--- src/rtl/display_mux_4dig.sv ---
// Scan controller for a 4-digit common-anode 7-segment display: holds a BCD value,
// steps through the digits with a guard interval, leading-zero blanking and a frame pulse.
module display_mux_4dig #(
    parameter int REFRESH_DIV = 50000,
    parameter int GUARD       = 2
) (
    input  logic        clk,
    input  logic        reset_n,
    input  logic        load,
    input  logic [15:0] bcd_in,
    input  logic        lz_blank_en,
    output logic [3:0]  hex,
    output logic [3:0]  an,
    output logic        err,
    output logic        frame_tick
);

    localparam int CNT_W = (REFRESH_DIV > 1) ? $clog2(REFRESH_DIV) : 1;
    localparam logic [CNT_W-1:0] CNT_LAST = CNT_W'(REFRESH_DIV - 1);

    logic [15:0]      data_q, data_d;
    logic [CNT_W-1:0] cnt_q, cnt_d;
    logic [1:0]       idx_q, idx_d;
    logic [3:0]       hex_q, hex_d;
    logic [3:0]       an_q, an_d;
    logic             err_q, err_d;
    logic             frame_tick_q, frame_tick_d;
    logic             blank_q, blank_d;

    logic [3:0] digit_ok;
    logic [3:0] upper_zero;
    logic       wrap;
    logic [1:0] idx_nxt;

    // upper_zero[i]: digits i..3 of the held value are all zero
    for (genvar gi = 0; gi < 4; gi++) begin : g_digit
        assign digit_ok[gi]   = (bcd_in[4*gi +: 4] <= 4'd9);
        assign upper_zero[gi] = (data_q[15:4*gi] == '0);
    end

    always_comb begin
        data_d       = data_q;
        err_d        = 1'b0;
        hex_d        = hex_q;
        blank_d      = blank_q;
        frame_tick_d = 1'b0;
        an_d         = 4'b1111;

        if (load) begin
            if (&digit_ok) data_d = bcd_in;
            else           err_d  = 1'b1;
        end

        wrap    = (cnt_q == CNT_LAST);
        idx_nxt = idx_q + 2'd1;
        cnt_d   = wrap ? '0 : cnt_q + CNT_W'(1);
        idx_d   = wrap ? idx_nxt : idx_q;

        // The new slot's digit and blank flag come from data before this edge
        if (wrap) begin
            hex_d        = data_q[4*idx_nxt +: 4];
            blank_d      = lz_blank_en && (idx_nxt != 2'd0) && upper_zero[idx_nxt];
            frame_tick_d = (idx_q == 2'd3);
        end

        // Anodes are computed from next-cycle state so the register drives them directly
        if (!(int'(cnt_d) < GUARD) && !blank_d)
            an_d = ~(4'b0001 << idx_d);
    end

    always_ff @(posedge clk or negedge reset_n) begin
        if (!reset_n) begin
            data_q       <= '0;
            cnt_q        <= '0;
            idx_q        <= '0;
            hex_q        <= '0;
            an_q         <= 4'b1111;
            err_q        <= 1'b0;
            frame_tick_q <= 1'b0;
            blank_q      <= 1'b0;
        end else begin
            data_q       <= data_d;
            cnt_q        <= cnt_d;
            idx_q        <= idx_d;
            hex_q        <= hex_d;
            an_q         <= an_d;
            err_q        <= err_d;
            frame_tick_q <= frame_tick_d;
            blank_q      <= blank_d;
        end
    end

    assign hex        = hex_q;
    assign an         = an_q;
    assign err        = err_q;
    assign frame_tick = frame_tick_q;

endmodule

--- config.mk ---
export PLATFORM = sky130hd
export DESIGN_NAME = display_mux_4dig
export DESIGN_NICKNAME = d
export VERILOG_FILES = /design/src/rtl/display_mux_4dig.sv
export SDC_FILE = /design/constraint.sdc
export NUM_CORES = 1
export LEC_CHECK = 0
export ABC_AREA = 1
export CELL_PAD_IN_SITES_DETAIL_PLACEMENT = 1
export CELL_PAD_IN_SITES_GLOBAL_PLACEMENT = 1
export CORE_ASPECT_RATIO = 1.75
export CORE_MARGIN = 10
export CORE_UTILIZATION = 37
export CTS_CLUSTER_SIZE = 10
export DETAILED_ROUTE_END_ITERATION = 6
export GPL_TIMING_DRIVEN = 0
export PLACE_DENSITY_LB_ADDON = 0.1
export SYNTH_ARGS = -nofsm -noshare
export SYNTH_HDL_FRONTEND = slang
export SYNTH_SLANG_ARGS = --single-unit
--- constraint.sdc ---
create_clock -name clk -period 1.6 [get_ports clk]
set_input_delay 0.16 -clock clk [delete_from_list [all_inputs] [get_ports clk]]
set_output_delay 0.16 -clock clk [all_outputs]
set_load 0.05 [all_outputs]
# Yosys cells after proc, flatten, opt, wreduce, memory -nomap -nowiden
# Index checks and enable logic that the tools add are counted.
[classes]
n_addsub = 2
multipliers = 0
div_mod_pow = 0
magnitude_cmp = 6
eq_ne = 2
shift = 2
n_mux = 9
n_bitwise = 1
n_reduce_logical = 12
[op_table]
columns = ["op", "count"]
rows = [
  ["adder 16 x 1 -> 16 bit, second input constant", 1],
  ["== test 16 bit, second input constant", 1],
  ["less-or-equal comparator 4 bit, second input constant", 4],
  ["logical NOT 16 bit", 1],
  ["< comparator 16 x 2 -> 1 bit, second input constant", 1],
  ["2-to-1 mux 16 bit", 1],
  ["variable part select 16 x 5 -> 4 bit", 1],
  ["logical NOT 12 bit", 1],
  ["logical NOT 8 bit", 1],
  ["2-to-1 mux 1 bit", 5],
  ["AND reduction 5 bit", 1],
  ["logical NOT 4 bit", 1],
  ["2-to-1 mux 4 bit", 1],
  ["inverter 4 bit", 1],
  ["AND reduction 4 bit", 1],
  ["left shift 1 x 2 -> 4 bit, first input constant", 1],
  ["logical AND 1 bit", 3],
  ["< comparator 2 x 3 -> 1 bit, second input constant", 1],
  ["adder 2 x 1 -> 2 bit, second input constant", 1],
  ["binary-select mux 1 bit (select 2 bit)", 1],
  ["== test 2 bit, second input constant", 1],
  ["logical NOT 1 bit", 2],
  ["2-to-1 mux 2 bit", 1],
  ["nonzero test 2 bit", 1],
]
[word_totals]
register_bits = 45
latchBits = 0
ramBits = 0
romBits = 0
input_bits = 20
out_inout_bits = 10
mem_count = 0

# Depth between registers and ports, before layout
# Gate-level depths: netlist of run 1.
[logic_depth]
depth_word = 8
depth_mapped = 13
ltp_nobuf = 13

# Worst setup path before layout of run 1
# Ideal clock, no wire load.
[synth_timing]
path_type = "reg-to-reg"
start = "register cnt_q[0]"
end = "register an_q[0] (netlist: an[0])"
setup_time_ns = 0.084
t_arrival_ns = 1.468
slack_ns = 0.049
path_stages_with_launch = 12
period_less_slack_ns = 1.551
cell_sequence = "dfrtp_1 ha_1 nand3_4 clkinv_4 nand2_4 clkinv_2 nand2_4 nand3_2 nand2_1 nor2_2 nand3_2 nand3_1"
[synth_between]
elab_chain_len = 6
[synth_lines]
columns = ["item", "line", "rtl"]
rows = [
  ["from (decl)", "22", "logic [CNT_W-1:0] cnt_q, cnt_d;"],
  ["from (signal assigned)", "83", "cnt_q <= cnt_d;"],
  ["adder 16 x 1 -> 16 bit or == test 16 bit (tied branches)", "56, 54", ""],
  ["2-to-1 mux 16 bit", "56", "cnt_d = wrap ? '0 : cnt_q + CNT_W'(1);"],
  ["< comparator 16 x 2 -> 1 bit", "67", "if (!(int'(cnt_d) < GUARD) && !blank_d)"],
  ["logical NOT 1 bit", "67", ""],
  ["logical AND 1 bit", "67", ""],
  ["2-to-1 mux 4 bit (*)", "67", ""],
  ["net an_d[0]", "25", "logic [3:0] an_q, an_d;"],
  ["to (signal assigned)", "86", "an_q <= an_d;"],
  ["to (decl)", "25", ""],
]
# Mark *: on every way through the listed nets, which the timed path passes. The rest lies on a longest branch.
# A chain may end at the register's enable or synchronous reset.

# Worst setup path after layout of run 1
[layout_timing]
start = "register cnt_q[1]"
end = "register an_q[2] (netlist: an[2])"
# Same word-level chain as after synthesis.

==> metrics.log, run 1 <==
[metrics] post-layout minimum cycle time: ~1600 ps
[metrics] average instance area after synthesis: around 8 µm²
[metrics] antenna violations before repair: 0
[metrics] Crit Reg-Reg Startpoint: cnt_q[1]$_DFF_PN0_
[metrics] # diodes: 0
[metrics] final hold violation count: 0
[metrics] standard cell area after detailed placement: between 0.002 and 0.003 mm²
[metrics] global placement routability congestion: 0.8217
[metrics] max capacitance violation total: 0
[metrics] number of slew-limit violations in the final report: 0
[metrics] capture point of the worst reg-to-reg path: an[2]$_DFF_PN1_
[metrics] post-synthesis net count: 330
[metrics] Fin Hold WS: roughly 380 ps
[metrics] number of vias per cell after detailed routing: 4.942
[metrics] average wire per cell in the routed design: about 16 µm
[metrics] count of fill cells added during filler insertion: 840
[metrics] crit path capture type: register
[metrics] iteration count of the initial detailed-routing pass: 4
[metrics] worst-margin pin slew: 511.8 ps
[metrics] accumulated negative setup slack: -178.8 ps
[metrics] PnR worst setup slack: -47.13 ps
[metrics] cts bufs inserted: 5
[metrics] Worst-path clk slew: ~60 ps
[metrics] post-route total power: approximately 0.0027 W
[metrics] clk_lat worst skew: ~290 ps
[metrics] count of routing violations after the opening detailed-route iteration: 60
[metrics] Overall Global Routing Usage: between 10% and 20%
[metrics] antenna-violating nets left: 0
[metrics] required time of the critical path: between 1500 and 2000 ps
[metrics] share of the clock period used by the worst path: 102.9%
[metrics] Final Core Density: 48.95%
[metrics] global-route congestion overflow total: 0
[metrics] total non-filler cell area in the finished layout: between 0.003 and 0.004 mm²
[metrics] Max Root-Sink Buffers: 2
[metrics] count of input and output buffers: 29
[metrics] Setup Viol. Count Final: 4
[metrics] standard-cell rows: 39
[metrics] synthesized netlist cell count: 307
[metrics] clk sinks: 45
[metrics] total wire length after detailed routing: roughly 7 mm
[metrics] static leakage: 1.618 nW
[metrics] Worst Reg-to-Reg Cells: 9
[metrics] maximum resistive drop on vdd: approximately 0.7 mV
[metrics] PD cells: roughly 840 mW/mm²
[metrics] via count of the first global-routing pass: between 2,000 and 2,500
[metrics] post-layout net count: roughly 370
[metrics] vias: about 2,100
[metrics] most common cell after layout, fill and taps aside: nand2_1
[metrics] Setup Crit Path Kind: reg -> reg
[metrics] cell chosen for the clock root: clkbuf_16
[metrics] Sequential Area: 0.001135 mm²
[metrics] clk_skew: about 3.8 ps
[metrics] maximum operating frequency: between 0.6 and 0.7 GHz
[metrics] TritonCTS clock tree: yes
[metrics] die area: 0.01049 mm²
[metrics] unrepaired setup endpoints after global routing: yes
[metrics] maximum level of the CTS H-tree: 2
[metrics] type of element launching the critical path: register
[metrics] Main synth FF type: dfrtp_1
[metrics] vertical die dimension: between 100 and 150 µm
[metrics] Worst EP arrival: 1880 ps
[metrics] sequential-to-total area share from yosys stat: roughly 46%
[metrics] Seq cells post-synth: between 40 and 50
[metrics] distinct cell type count after synthesis: 35
[metrics] maximum net fanout on the critical path: 5
[metrics] count of flip-flops with a built-in enable after synthesis: 0
[metrics] pin count of the biggest net entering global routing: 27
[metrics] starting density of the core: 37.87%
[metrics] total of warnings raised by yosys: 0
[metrics] slew margin rel.: about 66%
[metrics] multi-input combinational cell area: ~0.0013 mm²
[metrics] most frequent cells in the layout: 70 x nand2_1, 40 x inv_1, 38 x dfrtp_1
[metrics] post-synthesis async set-or-reset flop share: 100.0%
[metrics] Area Overhead vs Synth: 29.26%
[metrics] final HPWL from detailed placement: between 5 and 6 mm
[metrics] proportion of layout cells with a drive suffix above 1: between 20% and 30%
[metrics] worst-case register-to-register setup slack: -50 ps
[metrics] top-level I/O count: 30
[metrics] core outline area: 0.006539 mm²
[metrics] post-synthesis cell area: 0.002476 mm²
[metrics] width of the die: ~80 µm
[metrics] result of the run: finished with violations
[metrics] number of DRC violations after detailed routing: 0
[metrics] Hold/Removal Path Class: in -> async
[metrics] global-route wire length before repair: 11.42 mm
[metrics] failing checks: negative setup slack
[sequential cells by signal (all words and copies together) (netlist names)]
name and count:
blank_q 1, idx_q 2, frame_tick 1, hex 4
data_q 16, an 4, err 1, cnt_q 16
[cells in the mapped netlist (4+ instances only)]
cell | instances | share of area [%]
nand3_1 | 19 | 3.8
nor2_2 | 6 | 1.5
dfstp_2 | 4 | 4.2
nand4_1 | 7 | 1.8
nor2_1 | 36 | 5.5
inv_1 | 43 | 6.5
nand2_1 | 77 | 12
o21ai_0 | 16 | 3.2
mux2_2 | 10 | 4.5
a21oi_1 | 4 | 0.81
nand2_4 | 4 | 1.8
dfrtp_1 | 41 | 41
[power by group]
group | total [W] | internal [W] | switching, W | leakage [nW]
clock network | 0.00104 | 0.000623 | 0.000422 | 0.0712
registers | 0.00135 | 0.00125 | 0.000101 | 0.562
logic | 0.000294 | 0.000163 | 0.000131 | 0.985
[per-layer routing]
| metal | vias up | track usage (%) | wire [µm] |
|---|---|---|---|
| li1 | 1048 | - | - |
| met1 | 1049 | 11.82 | 2274 |
| met2 | 29 | 29.10 | 4334 |
| met3 | 14 | 2.528 | 130 |
| met4 | 0 | 7.646 | 221 |
| met5 | - | 0 | 0 |
[how the worst max path moves through the flow]
stage / startpoint / to / slack [ps] / depth (start not counted)
floorplan: cnt_q[0]$_DFF_PN0_ / an[0]$_DFF_PN1_ / 50 / 11
global placement: reset_n / cnt_q[12]$_DFF_PN0_ / -920 / 1
detailed placement: bcd_in[9] / data_q[11]$_DFFE_PN0P_ / -330 / 7
CTS: cnt_q[1]$_DFF_PN0_ / an[0]$_DFF_PN1_ / -90 / 11
global route: cnt_q[1]$_DFF_PN0_ / an[0]$_DFF_PN1_ / -160 / 8
finish: cnt_q[1]$_DFF_PN0_ / an[2]$_DFF_PN1_ / -50 / 9
[layout make-up]
class,instances,area share [%]
Timing Repair Buffer,35,10.63
Buffer,3,0.5082
Multi-Input combinational cell,211,39.68
Tap cell,82,3.206
Inverter,49,5.942
Clock buffer,8,4.574
Sequential cell,45,35.46
[through the flow]
stage	cells	worst slack, ps
global placement	418	-922.4
finish	433	-47.13
floorplan	307	48.52
global route	433	-158.7
CTS	433	-94.83
detailed placement	419	-326.4
[cell families after synthesis]
| logic type | Yosys count | synth area share [%] |
|---|---|---|
| AOI/OAI and AO/OA | 30 | 6.923 |
| xor gates and xnor gates | 2 | 0.7076 |
| adders and majority gates | 3 | 1.516 |
| buffers and inverters | 52 | 8.185 |
| DFF | 45 | 45.68 |
| muxes | 10 | 4.548 |
| and+or+nand+nor | 165 | 32.44 |
[worst max-delay path: stages, from the launching register on]
cell and delay, ps:
dfrtp_1 400, ha_4 160, nand3_4 120, nor2_4 200, nand2_4 140, nand3_2 110, nand3b_2 100, nor2_4 160
nand3_4 120, nand3_2 80
[repair_timing]
item                       CTS  global route
hold endpoints to repair    19             0
setup endpoints to repair   21            21
hold buffers                 1             0
cloned                       1             0
resized for setup           29            19
buffers inserted             4             0
pin swaps                    8             7
Note: power is estimated with default switching activity, not from simulation.
==> run 2, diff against run 1 <==
--- a/config.mk
+++ b/config.mk
@@ -7,13 +7,12 @@
 export LEC_CHECK = 0
 export ABC_AREA = 1
-export CELL_PAD_IN_SITES_DETAIL_PLACEMENT = 1
-export CELL_PAD_IN_SITES_GLOBAL_PLACEMENT = 1
 export CORE_ASPECT_RATIO = 1.75
 export CORE_MARGIN = 10
-export CORE_UTILIZATION = 37
+export CORE_UTILIZATION = 50
 export CTS_CLUSTER_SIZE = 10
 export DETAILED_ROUTE_END_ITERATION = 6
+export GPL_ROUTABILITY_DRIVEN = 0
 export GPL_TIMING_DRIVEN = 0
-export PLACE_DENSITY_LB_ADDON = 0.1
+export PLACE_DENSITY = 0.76
 export SYNTH_ARGS = -nofsm -noshare
 export SYNTH_HDL_FRONTEND = slang
==> constraint.sdc (replaced) <==
create_clock -name clk -period 1.6 [get_ports clk]
set_input_delay 0.48 -clock clk [delete_from_list [all_inputs] [get_ports clk]]
set_output_delay 0.48 -clock clk [all_outputs]
set_load 0.05 [all_outputs]
==> run 2 against run 1 <==
Compared with the run above:
- the flow still finishes with violations (negative setup slack)
- final cell count down 3.7%
- final area up 3.4%
- routed wire length down 7.6%
- sequential cell count unchanged
- first-iteration DRC count up 63%
- utilization up 21 points
- maximum frequency up 1.8%
- count of clock-buffer cells in the layout down 1
==> metrics.log, run 2 (synthesis gave the netlist of run 1 again) <==
[metrics] maximum resistive drop on vdd: 0.8052 mV (+14%)
[metrics] worst path cell trace: ha_4 > nand3_4 > nor2_4 > buf_6 > nand3_2 > nand2_2 > nand2_1 > nor2_2 > nand3_4 > nand3_2
[metrics] most common cell after layout, fill and taps aside: nand2_1
[metrics] post-layout minimum cycle time: 1617 ps (-29.67 ps)
[metrics] slew margin rel.: 78.30% (+12 points)
[metrics] via count of the first global-routing pass: 2,393 (-1.8%)
[metrics] number of vias per cell after detailed routing: 5.312 (+7.5%)
[metrics] Setup Viol. Count Final: 4 (unchanged)
[metrics] vertical die dimension: 113.1 µm (-12%)
[metrics] switching power as a share of total power: 25.95% (+1.6 points)
[metrics] post-layout net count: 387 (+3.8%)
[metrics] cell with the largest stage delay on the worst path: dfrtp_1
[metrics] Overall Global Routing Usage: 16.02% (+1.7 points)
[metrics] die area: 0.008278 mm² (-21%)
[metrics] standard-cell rows: 33 (-15%)
[metrics] TritonCTS clock tree: yes
[metrics] Logic pwr share: 14.0% (+3.0 points)
[metrics] minimum setup slack after placement: -593.4 ps (-267.0 ps)
[metrics] width of the die: 73.20 µm (-11%)
[metrics] type of element launching the critical path: register
[metrics] Worst-path clk slew: 80 ps (+20 ps)
[metrics] failing checks: negative setup slack
[metrics] unrepaired setup endpoints after global routing: yes
[metrics] result of the run: finished with violations
[metrics] Max Root-Sink Buffers: 2 (unchanged)
[metrics] Hold/Removal Path Class: in -> async
[metrics] required time of the critical path: 1840 ps (about the same)
[metrics] NetSw: 0.0006265 W (-4.1%)
[metrics] cell chosen for the clock root: clkbuf_8
[metrics] count of fill cells added during filler insertion: 353 (-58%)
[metrics] PnR worst setup slack: -17.46 ps (+29.67 ps)
[metrics] count of input and output buffers: 29 (unchanged)
[metrics] maximum net fanout on the critical path: 5 (unchanged)
[metrics] top flop regs: cnt_q: 16 flops, data_q: 16 flops
[metrics] iteration count of the initial detailed-routing pass: 4 (unchanged)
[metrics] count of routing violations after the opening detailed-route iteration: 98 (+63%)
[metrics] most frequent cells in the layout: 67 x nand2_1, 39 x dfrtp_1, 35 x inv_1
[metrics] global-route congestion overflow total: 0 (unchanged)
[metrics] total wire length after detailed routing: 6.429 mm (-7.6%)
[metrics] Setup Crit Path Kind: reg -> reg
[metrics] global-route wire length before repair: 10.60 mm (-7.2%)
[metrics] Placed Cells incl. Taps: 389 (-7.2%)
[metrics] top-level I/O count: 30 (unchanged)
[metrics] biggest cell delay along the critical path: 420 ps (+20 ps)
[metrics] vias: 2,215 (+3.5%)
[metrics] Post-Layout Cell Count: 417 (-3.7%)
[metrics] cts bufs inserted: 5 (unchanged)
[metrics] maximum level of the CTS H-tree: 2 (unchanged)
[metrics] core outline area: 0.004748 mm² (-27%)
[metrics] worst-case register-to-register setup slack: -20 ps (+30 ps)
[metrics] total non-filler cell area in the finished layout: 0.003309 mm² (+3.4%)
[metrics] clk_skew: 11.97 ps (+8.193 ps)
[metrics] final hold violation count: 0 (unchanged)
[metrics] average wire per cell in the routed design: 15.42 µm (-4.1%)
[metrics] clk sinks: 45 (unchanged)
[metrics] standard cell area after detailed placement: 0.002846 mm² (-1.3%)
[metrics] proportion of layout cells with a drive suffix above 1: 34.25% (+11 points)
[metrics] Worst EP arrival: 1860 ps (-20 ps)
[metrics] part of the total power dissipated in the clock network: 30.3% (-8.6 points)
[metrics] worst-margin pin slew: 324.3 ps (-187.5 ps)
[metrics] Area Overhead vs Synth: 33.65%
[metrics] design internal power: 0.001788 W (-12%)
[metrics] final HPWL from detailed placement: 4.459 mm (-18%)
[metrics] max capacitance violation total: 0 (unchanged)
[metrics] starting density of the core: 52.15% (+14 points)
[metrics] maximum operating frequency: 0.6183 GHz (+1.8%)
[metrics] clk_lat worst skew: 300 ps (about the same)
[metrics] number of DRC violations after detailed routing: 0 (unchanged)
[metrics] crit path capture type: register
[metrics] pin count of the biggest net entering global routing: 38 (+41%)
[metrics] portion of total power attributed to sequential cells: 55.6% (+5.5 points)
[metrics] share of the clock period used by the worst path: 101.1% (-1.9 points)
[metrics] antenna violations before repair: 0 (unchanged)
[metrics] PD cells: 729.5 mW/mm² (-13%)
[metrics] number of slew-limit violations in the final report: 0 (unchanged)
[metrics] # diodes: 0 (unchanged)
[metrics] Fin Hold WS: 23.07 ps (-359.3 ps)
[metrics] antenna-violating nets left: 0 (unchanged)
[metrics] static leakage: 1.721 nW (+6.4%)
-- run 2: changes by cell type in the layout (fill, tap and decap cells not counted), moves of 3 or more --
cell,change
clkdlybuf4s15_2,+6
clkdlybuf4s50_1,-12
nand2_1,-3
nand3_1,-3
nand3_2,+3
clkbuf_16,-5
clkdlybuf4s15_1,+4
buf_4,+11
mux2_4,+5
mux2_2,-5
buf_2,+4
inv_1,-5
inv_2,+5
clkbuf_8,+5
-- run 2: what timing repair did --
action | 4_1_cts | 5_1_grt
setup endpoints to repair | 31 | 21
gates cloned | 2 | 0
pin swaps | 23 | 17
buffers inserted | 17 | 1
resized for setup | 96 | 27
hold buffers | 0 | 0
-- run 2: through the flow --
step	util [%]	total power, W	TNS, ps
after CTS	68.06	0.002419	-207.1
after global placement	59.63	0.001632	-58350
after global routing	69.70	0.002520	-496.4
final	69.70	0.002414	-58.23
after detailed placement	59.95	0.001647	-9621
after floorplan	-	0.001502	0
-- run 2: path summary, 6_finish.rpt --
path                                    startpoint                      to  cells after the start
worst max-delay path            cnt_q[0]$_DFF_PN0_         an[0]$_DFF_PN1_                     10
worst min-delay path                       reset_n     cnt_q[12]$_DFF_PN0_                      1
worst max register to register  cnt_q[0]$_DFF_PN0_         an[0]$_DFF_PN1_                     10
worst min register to register  hex[0]$_DFFE_PN0N_      hex[0]$_DFFE_PN0N_                      2
max in group asynchronous                  reset_n      cnt_q[3]$_DFF_PN0_                      2
min in group clk                        bcd_in[15]  data_q[15]$_DFFE_PN0P_                      3
-- run 2: power groups by stage --
stage	registers, W	clock network (W)	logic, W
3_5_place_dp	0.00136	0	0.000288
6_report	0.00134	0.000733	0.000339
2_1_floorplan	0.00133	0	0.000173
4_1_cts	0.00134	0.000749	0.000331
5_1_grt	0.00135	0.000792	0.000374
3_3_place_gp	0.00136	0	0.000276
-- run 2: layer usage --
layer | global-route usage [%] | share of wire (%) | up-vias
li1 | - | - | 1082
met1 | 14.46 | 33 | 1043
met2 | 29.13 | 56 | 62
met3 | 3.237 | 3.9 | 28
met4 | 12.47 | 6.5 | 0
met5 | 0 | 0 | -
-- run 2: layout make-up --
cell class	instances	area (µm²)	area share, %
multi-input cells	211	1341	40.53
flip-flops and latches	45	1134	34.25
repair buffers	49	456.7	13.80
inverters	49	193.9	5.860
clock buffers	7	86.33	2.609
well taps	52	65.06	1.966
plain buffers	3	25.02	0.7561
clock inverters	1	7.507	0.2268
-- run 2: critical path: cells and delay by family, from the launching register on --
family	cells	cell delay [ps]
AND/OR/NAND/NOR	8	840
adder cells (fa/ha/maj)	1	170
flip-flops	1	420
buffers and inverters	1	130
